===== config.mk =====
export PLATFORM = sky130hd
export DESIGN_NAME = seg_scan_decoder
export DESIGN_NICKNAME = d
export VERILOG_FILES = /design/src/rtl/seg_scan_decoder_pkg.sv /design/src/rtl/seg_pattern_decode.sv /design/src/rtl/seg_scan_decoder.sv
export SDC_FILE = /design/constraint.sdc
export NUM_CORES = 1
export LEC_CHECK = 0
export ABC_AREA = 1
export BUFFER_PORTS_ARGS = -buffer_cell sky130_fd_sc_hd__buf_2
export CORE_MARGIN = 2
export CORE_UTILIZATION = 55
export CTS_CLUSTER_SIZE = 40
export DETAILED_ROUTE_END_ITERATION = 10
export PLACE_DENSITY = 0.76
export SYNTH_ARGS = -nofsm -noshare
export SYNTH_HDL_FRONTEND = slang
export SYNTH_SLANG_ARGS = --single-unit
export TNS_END_PERCENT = 50

===== constraint.sdc =====
create_clock -name clk -period 3.75 [get_ports clk]
set_input_delay 0.375 -clock clk [delete_from_list [all_inputs] [get_ports clk]]
set_output_delay 0.375 -clock clk [all_outputs]
set_load 0.01 [all_outputs]

===== src/rtl/seg_scan_decoder_pkg.sv =====
// Shared segment patterns, digit codes and FSM encodings for the
// seven-segment scan readback path.
package seg_scan_decoder_pkg;

  // Active-low g..a patterns for digits 0..9
  localparam logic [6:0] SEG_D0 = 7'h40;
  localparam logic [6:0] SEG_D1 = 7'h79;
  localparam logic [6:0] SEG_D2 = 7'h24;
  localparam logic [6:0] SEG_D3 = 7'h30;
  localparam logic [6:0] SEG_D4 = 7'h19;
  localparam logic [6:0] SEG_D5 = 7'h12;
  localparam logic [6:0] SEG_D6 = 7'h02;
  localparam logic [6:0] SEG_D7 = 7'h78;
  localparam logic [6:0] SEG_D8 = 7'h00;
  localparam logic [6:0] SEG_D9 = 7'h10;
  localparam logic [6:0] SEG_BLANK = 7'h7F;

  localparam logic [3:0] CODE_BLANK   = 4'hF;
  localparam logic [3:0] CODE_ILLEGAL = 4'hE;

  localparam logic [1:0] ST_WAIT   = 2'd0;
  localparam logic [1:0] ST_SETTLE = 2'd1;
  localparam logic [1:0] ST_HELD   = 2'd2;

endpackage


===== src/rtl/seg_pattern_decode.sv =====
// Combinational inverse of the BCD->7-seg encoder: pattern to digit code,
// flagging anything that is neither a digit nor blank.
module seg_pattern_decode
  import seg_scan_decoder_pkg::*;
(
  input  logic [6:0] seg_i,
  output logic [3:0] code_o,
  output logic       illegal_o
);

  always_comb begin
    code_o    = CODE_ILLEGAL;
    illegal_o = 1'b0;
    case (seg_i)
      SEG_D0:    code_o = 4'd0;
      SEG_D1:    code_o = 4'd1;
      SEG_D2:    code_o = 4'd2;
      SEG_D3:    code_o = 4'd3;
      SEG_D4:    code_o = 4'd4;
      SEG_D5:    code_o = 4'd5;
      SEG_D6:    code_o = 4'd6;
      SEG_D7:    code_o = 4'd7;
      SEG_D8:    code_o = 4'd8;
      SEG_D9:    code_o = 4'd9;
      SEG_BLANK: code_o = CODE_BLANK;
      default:   illegal_o = 1'b1;
    endcase
  end

endmodule


===== src/rtl/seg_scan_decoder.sv =====
// Monitors the multiplexed active-low anode/segment bus, captures each slot
// once its pattern has settled, and publishes complete 4-digit frames.
module seg_scan_decoder
  import seg_scan_decoder_pkg::*;
#(
  parameter int SETTLE_CYCLES = 4,
  parameter int CNT_W         = 3
) (
  input  logic        clk,
  input  logic        rst_n,
  input  logic [3:0]  an,
  input  logic [7:0]  seg,
  output logic [15:0] digits,
  output logic [3:0]  dp,
  output logic        frame_valid,
  output logic [3:0]  frame_err
);

  logic [1:0]       state_q, state_d;
  logic [CNT_W-1:0] cnt_q, cnt_d, cnt_inc;
  logic [11:0]      prev_q;
  logic [3:0]       mask_q, mask_d;
  logic [15:0]      sh_dig_q, sh_dig_d;
  logic [3:0]       sh_dp_q, sh_dp_d;
  logic [3:0]       sh_err_q, sh_err_d;
  logic [15:0]      digits_q;
  logic [3:0]       dp_q, err_q;
  logic             fv_q;

  logic             change, an_valid, capture, publish;
  logic [1:0]       slot;
  logic [3:0]       code;
  logic             illegal;

  seg_pattern_decode u_dec (
    .seg_i     (seg[6:0]),
    .code_o    (code),
    .illegal_o (illegal)
  );

  assign change  = {an, seg} != prev_q;
  assign cnt_inc = cnt_q + CNT_W'(1);

  always_comb begin
    an_valid = 1'b1;
    slot     = 2'd0;
    case (an)
      4'b1110: slot = 2'd0;
      4'b1101: slot = 2'd1;
      4'b1011: slot = 2'd2;
      4'b0111: slot = 2'd3;
      default: an_valid = 1'b0;
    endcase
  end

  // A change (or WAIT) re-evaluates the current bus value as a fresh activation.
  always_comb begin
    state_d = state_q;
    cnt_d   = cnt_q;
    capture = 1'b0;
    if (state_q == ST_HELD && !change) begin
      state_d = ST_HELD;
    end else if (state_q == ST_SETTLE && !change && an_valid) begin
      cnt_d = cnt_inc;
      if (cnt_inc == CNT_W'(SETTLE_CYCLES)) begin
        capture = 1'b1;
        state_d = ST_HELD;
      end
    end else if (an_valid) begin
      cnt_d = CNT_W'(1);
      if (SETTLE_CYCLES == 1) begin
        capture = 1'b1;
        state_d = ST_HELD;
      end else begin
        state_d = ST_SETTLE;
      end
    end else begin
      state_d = ST_WAIT;
      cnt_d   = '0;
    end
  end

  always_comb begin
    sh_dig_d = sh_dig_q;
    sh_dp_d  = sh_dp_q;
    sh_err_d = sh_err_q;
    mask_d   = mask_q;
    if (capture) begin
      sh_dig_d[slot*4 +: 4] = code;
      sh_dp_d[slot]         = ~seg[7];
      sh_err_d[slot]        = illegal;
      mask_d[slot]          = 1'b1;
    end
  end

  assign publish = capture && (mask_d == 4'hF);

  always_ff @(posedge clk or negedge rst_n) begin
    if (!rst_n) begin
      state_q  <= ST_WAIT;
      cnt_q    <= '0;
      prev_q   <= 12'hFFF;
      mask_q   <= 4'h0;
      sh_dig_q <= 16'hFFFF;
      sh_dp_q  <= 4'h0;
      sh_err_q <= 4'h0;
      digits_q <= 16'hFFFF;
      dp_q     <= 4'h0;
      err_q    <= 4'h0;
      fv_q     <= 1'b0;
    end else begin
      state_q  <= state_d;
      cnt_q    <= cnt_d;
      prev_q   <= {an, seg};
      sh_dig_q <= sh_dig_d;
      sh_dp_q  <= sh_dp_d;
      sh_err_q <= sh_err_d;
      fv_q     <= publish;
      if (publish) begin
        mask_q   <= 4'h0;
        digits_q <= sh_dig_d;
        dp_q     <= sh_dp_d;
        err_q    <= sh_err_d;
      end else begin
        mask_q   <= mask_d;
      end
    end
  end

  assign digits      = digits_q;
  assign dp          = dp_q;
  assign frame_err   = err_q;
  assign frame_valid = fv_q;

endmodule


==> impl_metrics.ini <==
[cts]
insertion_delay_ns = 0.35
cts_buffers = 9
clock_sinks = 70
htree_levels = 3
clk_pin_slew_ns = 0.08
ctsHoldBuffers = 0
cts_buffer_depth = 2
cts_root_buffer = clkbuf_8
post_cts_buffers = 0
ctsResizeCount = 0
cts_tree = yes

[synth]
synthFlopType = dfstp_2
yosysSeqAreaShare_pct = 50.7
synth_warnings = 0
yosys.area.top_type = dfstp_2
synth_common_cells = nand2_1, inv_1, nand3_1
yosysMostFrequentCell = nand2_1
ys_types = 30
syn_nets = 455
synth_area_leaders = dfstp_2, dfrtp_1, nand2_1
syn_inst = 435
yosysTopAreaCellShare_pct = 32.4
ys_ff_latch = 70
ys_async_sr_fraction_pct = 100
avgSynthCellArea_sq_um = 8.19
syn_area_sq_um = 3560
synth-edff-count = 0

[place]
gp_congestion = 0.854
hpwl_um = 5010
place_ws_ns = 1.04
io_buffers = 38

[min_path]
hp-class = input port to async pin

[critical_path]
crit_path_cell_trace = ha_1 -> xnor2_1 -> nor2_1 -> nand4_4 -> clkinv_2 -> nand2_4 -> nand2_4 -> nand4_4 -> nand2_1 -> nand2_1
startpoint_type = register
critPathMaxStageDelay_ns = 0.42
crit_arrival_ns = 2.93
end_kind = register
cp_top_family = simple AND/OR/NAND/NOR gates
path_buf_inv = 1
critical-path-slowest-cell = dfrtp_1
required_ns = 3.99
crit_fanout = 27
critical_path_class = register to register

[routing]
drt-vias-per-instance = 4.91
routed-via-count = 2754
drtIter0Drc = 193
dr.pass1.iters = 4
wirelength_um = 6970
drc = 0
wl_per_cell_um = 12.4
ant_nets = 0

[final_layout]
drive_gt1_share_pct = 25.2
fin_nets = 499
n_antenna_cell = 0
area_growth_pct = 12.1
n_fill_cell = 582
final_util_pct = 63.3
seq_area_sq_um = 1810
multi_input_comb_area_sq_um = 1470

[pwr]
total_power_w = 0.00146
vdd_ir_drop_max_mv = 0.276
power_density_nw_per_um2 = 366
leakagePower_nw = 2.18

[timing]
setup_viol = 0
setup_ws_ns = 1.06
finalHoldViolCount = 0
layout_min_cycle_time_ns = 2.69
rsz0062_at_grt = no
slew_headroom_pct = 42.7
clock_skew_ns = 0.00981
fmax_mhz = 372
period_share_pct = 71.7
slew_viol_final = 0
fin_setup_tns_ns = 0
timing.hold.ws_ns = 0.127
tightest_slew_ns = 0.860

[floorplanning]
die_h_um = 84.5
die_x_um = 84.5
die-area_sq_um = 7140
num_rows = 29
ioPinCount = 39
start_util_pct = 56.4
coreArea_sq_um = 6310

[global_routing]
antenna_found_initial = 0
grt_pass1_vias = 2718
gr-total-overflow = 0
grt_max_degree = 41
grt.total_usage_pct = 21.9
grt_pass1_wl_um = 12400

[outcome]
status = finished, final reports clean

[job]
max_cap_viol_count = 0
==> worst register-to-register path: cells and delay by family (launching register included) <==
kind | cells | cell delay, ns
xor+xnor | 1 | 0.15
fa+ha+maj | 1 | 0.22
buf+inv | 1 | 0.17
flops | 1 | 0.42
simple gates | 7 | 1.62
==> kinds of logic (layout without fill, tap and decap cells) <==
kind of cell	count (synthesis)	in the layout	share of synthesized area, %
and+or+nand+nor	276	276	35.9
buffers and inverters	67	116	8.01
muxes	1	1	0.281
xor gates and xnor gates	5	5	1.23
DFF	70	70	50.7
AOI/OAI and AO/OA	10	10	1.76
adders and majority gates	6	6	2.11
==> final timing paths <==
path                            start      endpoint  slack, ns  cells after the start
setup / recovery             cnt_q[0]  frame_err[3]       1.06                     10
hold / removal                  rst_n    state_q[0]       0.13                      1
setup reg to reg             cnt_q[0]  frame_err[3]       1.06                     10
hold reg to reg            digits[14]    digits[14]       0.46                      2
max in group asynchronous       rst_n    digits[14]       2.69                      2
min in group clk                an[0]     prev_q[8]       0.16                      1
==> cell usage in the layout, fill, tap and decap left out, types with 3 or more instances in the layout <==
cell type,count
ha_1,6
buf_2,38
inv_1,57
dfstp_2,44
o21ai_0,8
nor2_4,3
nand2_1,158
xnor2_1,5
nand3_1,56
nor2_1,37
clkbuf_8,9
nand2_2,4
nor3_1,3
inv_2,3
nand4_4,3
dfrtp_1,26
==> flip-flops by register name, summed over array words and instances, names as in the netlist <==
register	flops
sh_dig_q	16
cnt_q	3
frame_err	4
sh_dp_q	4
mask_q	4
prev_q	12
sh_err_q	4
state_q	2
frame_valid	1
digits	16
dp	4
==> per-layer routing <==
layer | up-vias | track usage [%] | wire (um)
li1 | 1426 | - | -
met1 | 1272 | 29.8 | 3460
met2 | 43 | 34.6 | 3170
met3 | 13 | 4.03 | 201
met4 | 0 | 8.95 | 140
met5 | - | 0 | 0
==> report_power, final <==
part / switching (W) / internal, W
logic: 0.0000697 / 0.0000276
clock network: 0.000308 / 0.000285
registers: 0.00000430 / 0.000770
==> metrics by stage <==
stage,area (sq um),instances
finish,4000,561
global route,4000,561
global placement,3800,545
detailed placement,3800,545
floorplan,3560,435
CTS,4000,561
==> cell type report <==
cell class                 count  share of cell area [%]
clock inverter                 5                    1.03
timing repair buffer          39                    4.95
sequential                    70                    45.2
tap                           77                    2.41
multi-input combinational    298                    36.8
clock buffer                  11                    3.82
inverter                      61                    5.76
Power figures use the tool's default switching activity.
